$ cat src/rtl/depp_regfile.sv
// depp_regfile: Digilent EPP slave exposing NUM_REGS 8-bit registers to the host
// and to fabric logic. The data-bus tristate lives at the top level; this block
// only provides o_depp_data / o_depp_data_oe.
// Optional feature macro: DEPP_AUTOINC_EN. When it is defined, every accepted
// data-strobe cycle post-increments the address register.
module depp_regfile #(
  parameter int NUM_REGS    = 16,
  parameter int ADDR_W      = 8,
  parameter int SYNC_STAGES = 2,
  parameter int TIMEOUT_CYC = 255
) (
  input  logic                  i_clk,
  input  logic                  i_rst,
  input  logic                  i_depp_astb_n,
  input  logic                  i_depp_dstb_n,
  input  logic                  i_depp_write_n,
  input  logic [7:0]            i_depp_data,
  output logic [7:0]            o_depp_data,
  output logic                  o_depp_data_oe,
  output logic                  o_depp_wait,
  output logic [NUM_REGS*8-1:0] o_regs,
  input  logic                  i_usr_we,
  input  logic [ADDR_W-1:0]     i_usr_addr,
  input  logic [7:0]            i_usr_wdata,
  output logic                  o_wr_stb,
  output logic [ADDR_W-1:0]     o_wr_addr,
  output logic                  o_timeout
);

  localparam int IDX_W = (NUM_REGS > 1) ? $clog2(NUM_REGS) : 1;
  localparam int CNT_W = $clog2(TIMEOUT_CYC + 1);
  localparam logic [ADDR_W:0]  NREGS  = (ADDR_W+1)'(NUM_REGS);
  localparam logic [CNT_W-1:0] TO_MAX = CNT_W'(TIMEOUT_CYC);
  localparam logic [CNT_W-1:0] TO_PRE = CNT_W'(TIMEOUT_CYC - 1);

  typedef enum logic {S_IDLE, S_RELEASE} state_t;

  state_t                          r_state;
  logic [SYNC_STAGES-1:0]          r_astb_sync;
  logic [SYNC_STAGES-1:0]          r_dstb_sync;
  logic [SYNC_STAGES-1:0]          r_wrn_sync;
  logic [SYNC_STAGES-1:0][7:0]     r_data_sync;
  logic [ADDR_W-1:0]               r_addr;
  logic [CNT_W-1:0]                r_cnt;
  logic [7:0]                      r_regs [NUM_REGS];

  logic                            w_astb;
  logic                            w_dstb;
  logic                            w_wrn;
  logic [7:0]                      w_data;
  logic                            w_host_in_rng;
  logic                            w_usr_in_rng;
  logic [IDX_W-1:0]                w_host_idx;
  logic [IDX_W-1:0]                w_usr_idx;

  assign w_astb        = r_astb_sync[SYNC_STAGES-1];
  assign w_dstb        = r_dstb_sync[SYNC_STAGES-1];
  assign w_wrn         = r_wrn_sync[SYNC_STAGES-1];
  assign w_data        = r_data_sync[SYNC_STAGES-1];
  assign w_host_in_rng = ({1'b0, r_addr} < NREGS);
  assign w_usr_in_rng  = ({1'b0, i_usr_addr} < NREGS);
  assign w_host_idx    = r_addr[IDX_W-1:0];
  assign w_usr_idx     = i_usr_addr[IDX_W-1:0];

  // Flatten the register array onto the fabric-facing bus.
  genvar g;
  generate
    for (g = 0; g < NUM_REGS; g++) begin : g_regs_out
      assign o_regs[8*g +: 8] = r_regs[g];
    end
  endgenerate

  // Synchronisers. Strobes reset to the asserted level so that a strobe already
  // low when reset ends never looks like a fresh falling edge to the FSM.
  always_ff @(posedge i_clk) begin
    if (i_rst) begin
      r_astb_sync <= '0;
      r_dstb_sync <= '0;
      r_wrn_sync  <= '1;
      r_data_sync <= '0;
    end else begin
      r_astb_sync <= {r_astb_sync[SYNC_STAGES-2:0], i_depp_astb_n};
      r_dstb_sync <= {r_dstb_sync[SYNC_STAGES-2:0], i_depp_dstb_n};
      r_wrn_sync  <= {r_wrn_sync[SYNC_STAGES-2:0], i_depp_write_n};
      r_data_sync <= {r_data_sync[SYNC_STAGES-2:0], i_depp_data};
    end
  end

  // Handshake FSM plus register file; the host write is placed after the fabric
  // write so it overrides a same-edge fabric write to the same register.
  always_ff @(posedge i_clk) begin
    if (i_rst) begin
      r_state        <= S_RELEASE;
      r_addr         <= '0;
      r_cnt          <= '0;
      o_depp_data    <= '0;
      o_depp_data_oe <= 1'b0;
      o_depp_wait    <= 1'b0;
      o_wr_stb       <= 1'b0;
      o_wr_addr      <= '0;
      o_timeout      <= 1'b0;
      for (int k = 0; k < NUM_REGS; k++) r_regs[k] <= '0;
    end else begin
      o_wr_stb  <= 1'b0;
      o_timeout <= 1'b0;

      if (i_usr_we && w_usr_in_rng) r_regs[w_usr_idx] <= i_usr_wdata;

      case (r_state)
        S_IDLE: begin
          if (!w_astb) begin
            if (!w_wrn) begin
              r_addr <= w_data[ADDR_W-1:0];
            end else begin
              o_depp_data    <= 8'(r_addr);
              o_depp_data_oe <= 1'b1;
            end
            o_depp_wait <= 1'b1;
            r_cnt       <= '0;
            r_state     <= S_RELEASE;
          end else if (!w_dstb) begin
            if (!w_wrn) begin
              if (w_host_in_rng) begin
                r_regs[w_host_idx] <= w_data;
                o_wr_stb           <= 1'b1;
                o_wr_addr          <= r_addr;
              end
            end else begin
              o_depp_data    <= w_host_in_rng ? r_regs[w_host_idx] : 8'h00;
              o_depp_data_oe <= 1'b1;
            end
`ifdef DEPP_AUTOINC_EN
            r_addr <= r_addr + 1'b1;
`endif
            o_depp_wait <= 1'b1;
            r_cnt       <= '0;
            r_state     <= S_RELEASE;
          end
        end
        S_RELEASE: begin
          if (w_astb && w_dstb) begin
            o_depp_wait    <= 1'b0;
            o_depp_data_oe <= 1'b0;
            r_cnt          <= '0;
            r_state        <= S_IDLE;
          end else if (r_cnt != TO_MAX) begin
            // Saturating count; the forced release happens exactly once.
            r_cnt <= r_cnt + 1'b1;
            if (r_cnt == TO_PRE) begin
              o_depp_wait    <= 1'b0;
              o_depp_data_oe <= 1'b0;
              o_timeout      <= 1'b1;
            end
          end
        end
        default: r_state <= S_RELEASE;
      endcase
    end
  end

endmodule

$ cat config.mk
export PLATFORM = sky130hd
export DESIGN_NAME = depp_regfile
export DESIGN_NICKNAME = d
export VERILOG_FILES = /design/src/rtl/depp_regfile.sv
export SDC_FILE = /design/constraint.sdc
export NUM_CORES = 1
export LEC_CHECK = 0
export BUFFER_PORTS_ARGS = -buffer_cell sky130_fd_sc_hd__buf_2
export CORE_MARGIN = 10
export CORE_UTILIZATION = 30
export DETAILED_ROUTE_END_ITERATION = 6
export PLACE_DENSITY = 0.51
export SYNTH_ARGS = -nofsm -noshare
export SYNTH_HDL_FRONTEND = slang
export SYNTH_SLANG_ARGS = --single-unit
$ cat constraint.sdc
create_clock -name i_clk -period 2.75 [get_ports i_clk]
set_input_delay 0.275 -clock i_clk [delete_from_list [all_inputs] [get_ports i_clk]]
set_output_delay 0.275 -clock i_clk [all_outputs]
set_load 0.02 [all_outputs]
==> metrics <==
outcome finished clean; core region area about 0.031 mm²; sum of negative setup slack 0 ns; asr flop ratio synth 0; Hold WS 0.0316 ns; Post-synth top cells nand2_1, mux2i_1, edfxtp_1; Clock Path Buffers 2; Worst setup EP type register; worst slew pin tran 0.915 ns; CTS tree done; post-CTS setup buffer count 0; Remaining Overflow, GRT 0; CTS clk-pin slew, worst paths about 0.080 ns; Final Cycle Share 0.959; Setup CP Type register to register; Slew Viols, Final 0; drt pass-1 iters 5; DR vias/cell 5.14; Clk Latency, worst-skew pair between 0.4 and 0.5 ns; CTS Root Cell clkbuf_16; area grow syn2layout 22.2%; largest cells by area after synthesis edfxtp_1, mux2i_1, dfxtp_1, nand2_1, mux2_2; Syn Inst Count 824; Req. time, crit path a little under 3 ns; synthesized cell area roughly 0.0095 mm²; vias in the first global route roughly 7500; first-pass GRT wire length 50.5 mm; Max-cap violations 0; initial antenna violation count 4; CTS buffer count 17; Die ar. roughly 0.039 mm²; DR vias around 7300; Worst Path Max Fanout 6; Final setup viols 0; post-synthesis sequential element count between 150 and 200; drt initial violations approximately 470; minimum clock period 2.64 ns; Global Route Usage Sum 0.176; syn_nets between 800 and 900; top cell type's share of synthesized area 0.403; cell accounting for the most synthesized area edfxtp_1; highest clock rate ~380 MHz; critical path launch point type register; Placed Instances 1392; largest net degree at the start of global routing 53; average size of a mapped cell around 12 µm²; WP data arrival 2.78 ns; sequential share of the synthesized area 0.535; global placer's final weighted congestion 0.843; Yosys warnings 0; antenna fix cells 0; share of cells above drive strength 1 0.334; dpl hpwl approximately 26 mm; Die X a little under 200 µm; Cell Rows 65; EDFF count, synth approximately 130; H-tree Lvls 4; Worst Hold Class input pin to register; Hold Vio Cnt, Final 0; CTS sink count roughly 190; fillcell total 3082; Lkg Pwr 4.67 nW; Layout Cells excl Fill 1424; nets 1041; Die H about 200 µm; wire per inst 24.5 µm; power per cell area approximately 530 mW/mm²; # IOs between 150 and 200; DRT antenna net count 0; port bufs around 180; worst clock skew 0.0150 ns; Initial Util 0.303; most frequent cell after synthesis nand2_1; worst vdd ir 0.000461 V; final WL 34.8 mm; DRC Markers 0; RSZ-0062 raised after global routing no; Synth cell types between 40 and 50; relative slew slack 0.389; Primary FF master, synth edfxtp_1
[placed cells by master (no fill, tap or decap), drive strengths merged, types with 3 or more instances in the layout]
cell,n
a22oi,8
mux4,16
nand4b,3
inv,17
nor3,7
a21oi,7
mux2,32
buf,231
nand2b,9
or2,7
dfxtp,63
a41oi,7
nor2b,21
mux2i,140
o22ai,16
edfxtp,128
or4,6
o21bai,6
nand2,156
clkbuf,17
nor4,18
and2,6
a21boi,4
nand3,4
nor2,37
clkinvlp,3
or3,20
clkinv,5
[report_power, final]
part	internal (W)	switching, W
logic	0.000135	0.000347
registers	0.00315	0.0000761
clock network	0.00130	0.00124
total	0.00458	0.00166
[logic make-up after synthesis]
group	Yosys count	synth area share
adder cells (fa/ha/maj)	2	0.00262
AO/OA/AOI/OAI	61	0.0455
AND/OR/NAND/NOR	304	0.161
multiplexers	188	0.222
XOR/XNOR	2	0.00183
flip-flops	191	0.535
buffers and inverters	76	0.0328
[timing repair]
item                       CTS  global route
resized for setup            0             1
setup endpoints to repair    0             8
hold buffers                 0             0
[metrics by stage]
stage	setup WS (ns)	util	power (W)	area [µm²]
after global routing	0.0162	0.371	0.00644	11700
after global placement	0.196	0.352	0.00378	11100
after floorplan	0.0908	-	0.00354	9550
after detailed placement	0.162	0.352	0.00378	11100
final	0.114	0.371	0.00624	11700
after CTS	0.132	0.371	0.00629	11700
[state kept, by name, summed over array words and instances (netlist names), 2 cells and up, named ones only]
name and flops:
r_data_sync 8, w_data 8, r_cnt 8, r_addr 8
r_dstb_sync 2, r_regs 128, o_wr_addr 8, r_astb_sync 2
r_wrn_sync 2, o_depp_data 8
[path summary, 6_finish.rpt]
| kind | start | to | slack (ns) | cells past startpoint |
|---|---|---|---|---|
| worst max-delay path | r_addr[5] | r_regs[3][0] | 0.11 | 5 |
| worst min-delay path | i_depp_write_n | r_wrn_sync[0] | 0.03 | 2 |
| worst max register to register | r_addr[5] | r_regs[3][0] | 0.11 | 5 |
| worst min register to register | r_wrn_sync[0] | r_wrn_sync[1] | 0.42 | 1 |
[worst max-delay path, stage by stage (launching register included)]
cell and delay [ns]:
dfxtp_1 0.34, or4_1 0.60, or4_1 0.52, or4_1 0.53, buf_4 0.23, mux2i_1 0.12
[metal layers]
layer	share of wire	vias to the layer above	global-route usage
li1	-	3362	-
met3	0.065	34	0.0404
met1	0.43	3662	0.226
met4	0.012	8	0.0379
met5	0.0013	-	0
met2	0.49	259	0.294
[area by class of cell]
cell class | count | area [µm²] | share of cell area
flip-flops and latches | 191 | 5110 | 0.437
multi-input cells | 557 | 4130 | 0.354
repair buffers | 231 | 1290 | 0.111
well taps | 402 | 503 | 0.0431
clock buffers | 17 | 425 | 0.0364
clock inverters | 15 | 171 | 0.0147
inverters | 11 | 41.3 | 0.00354
No activity file was read; power rests on OpenSTA's default activity.
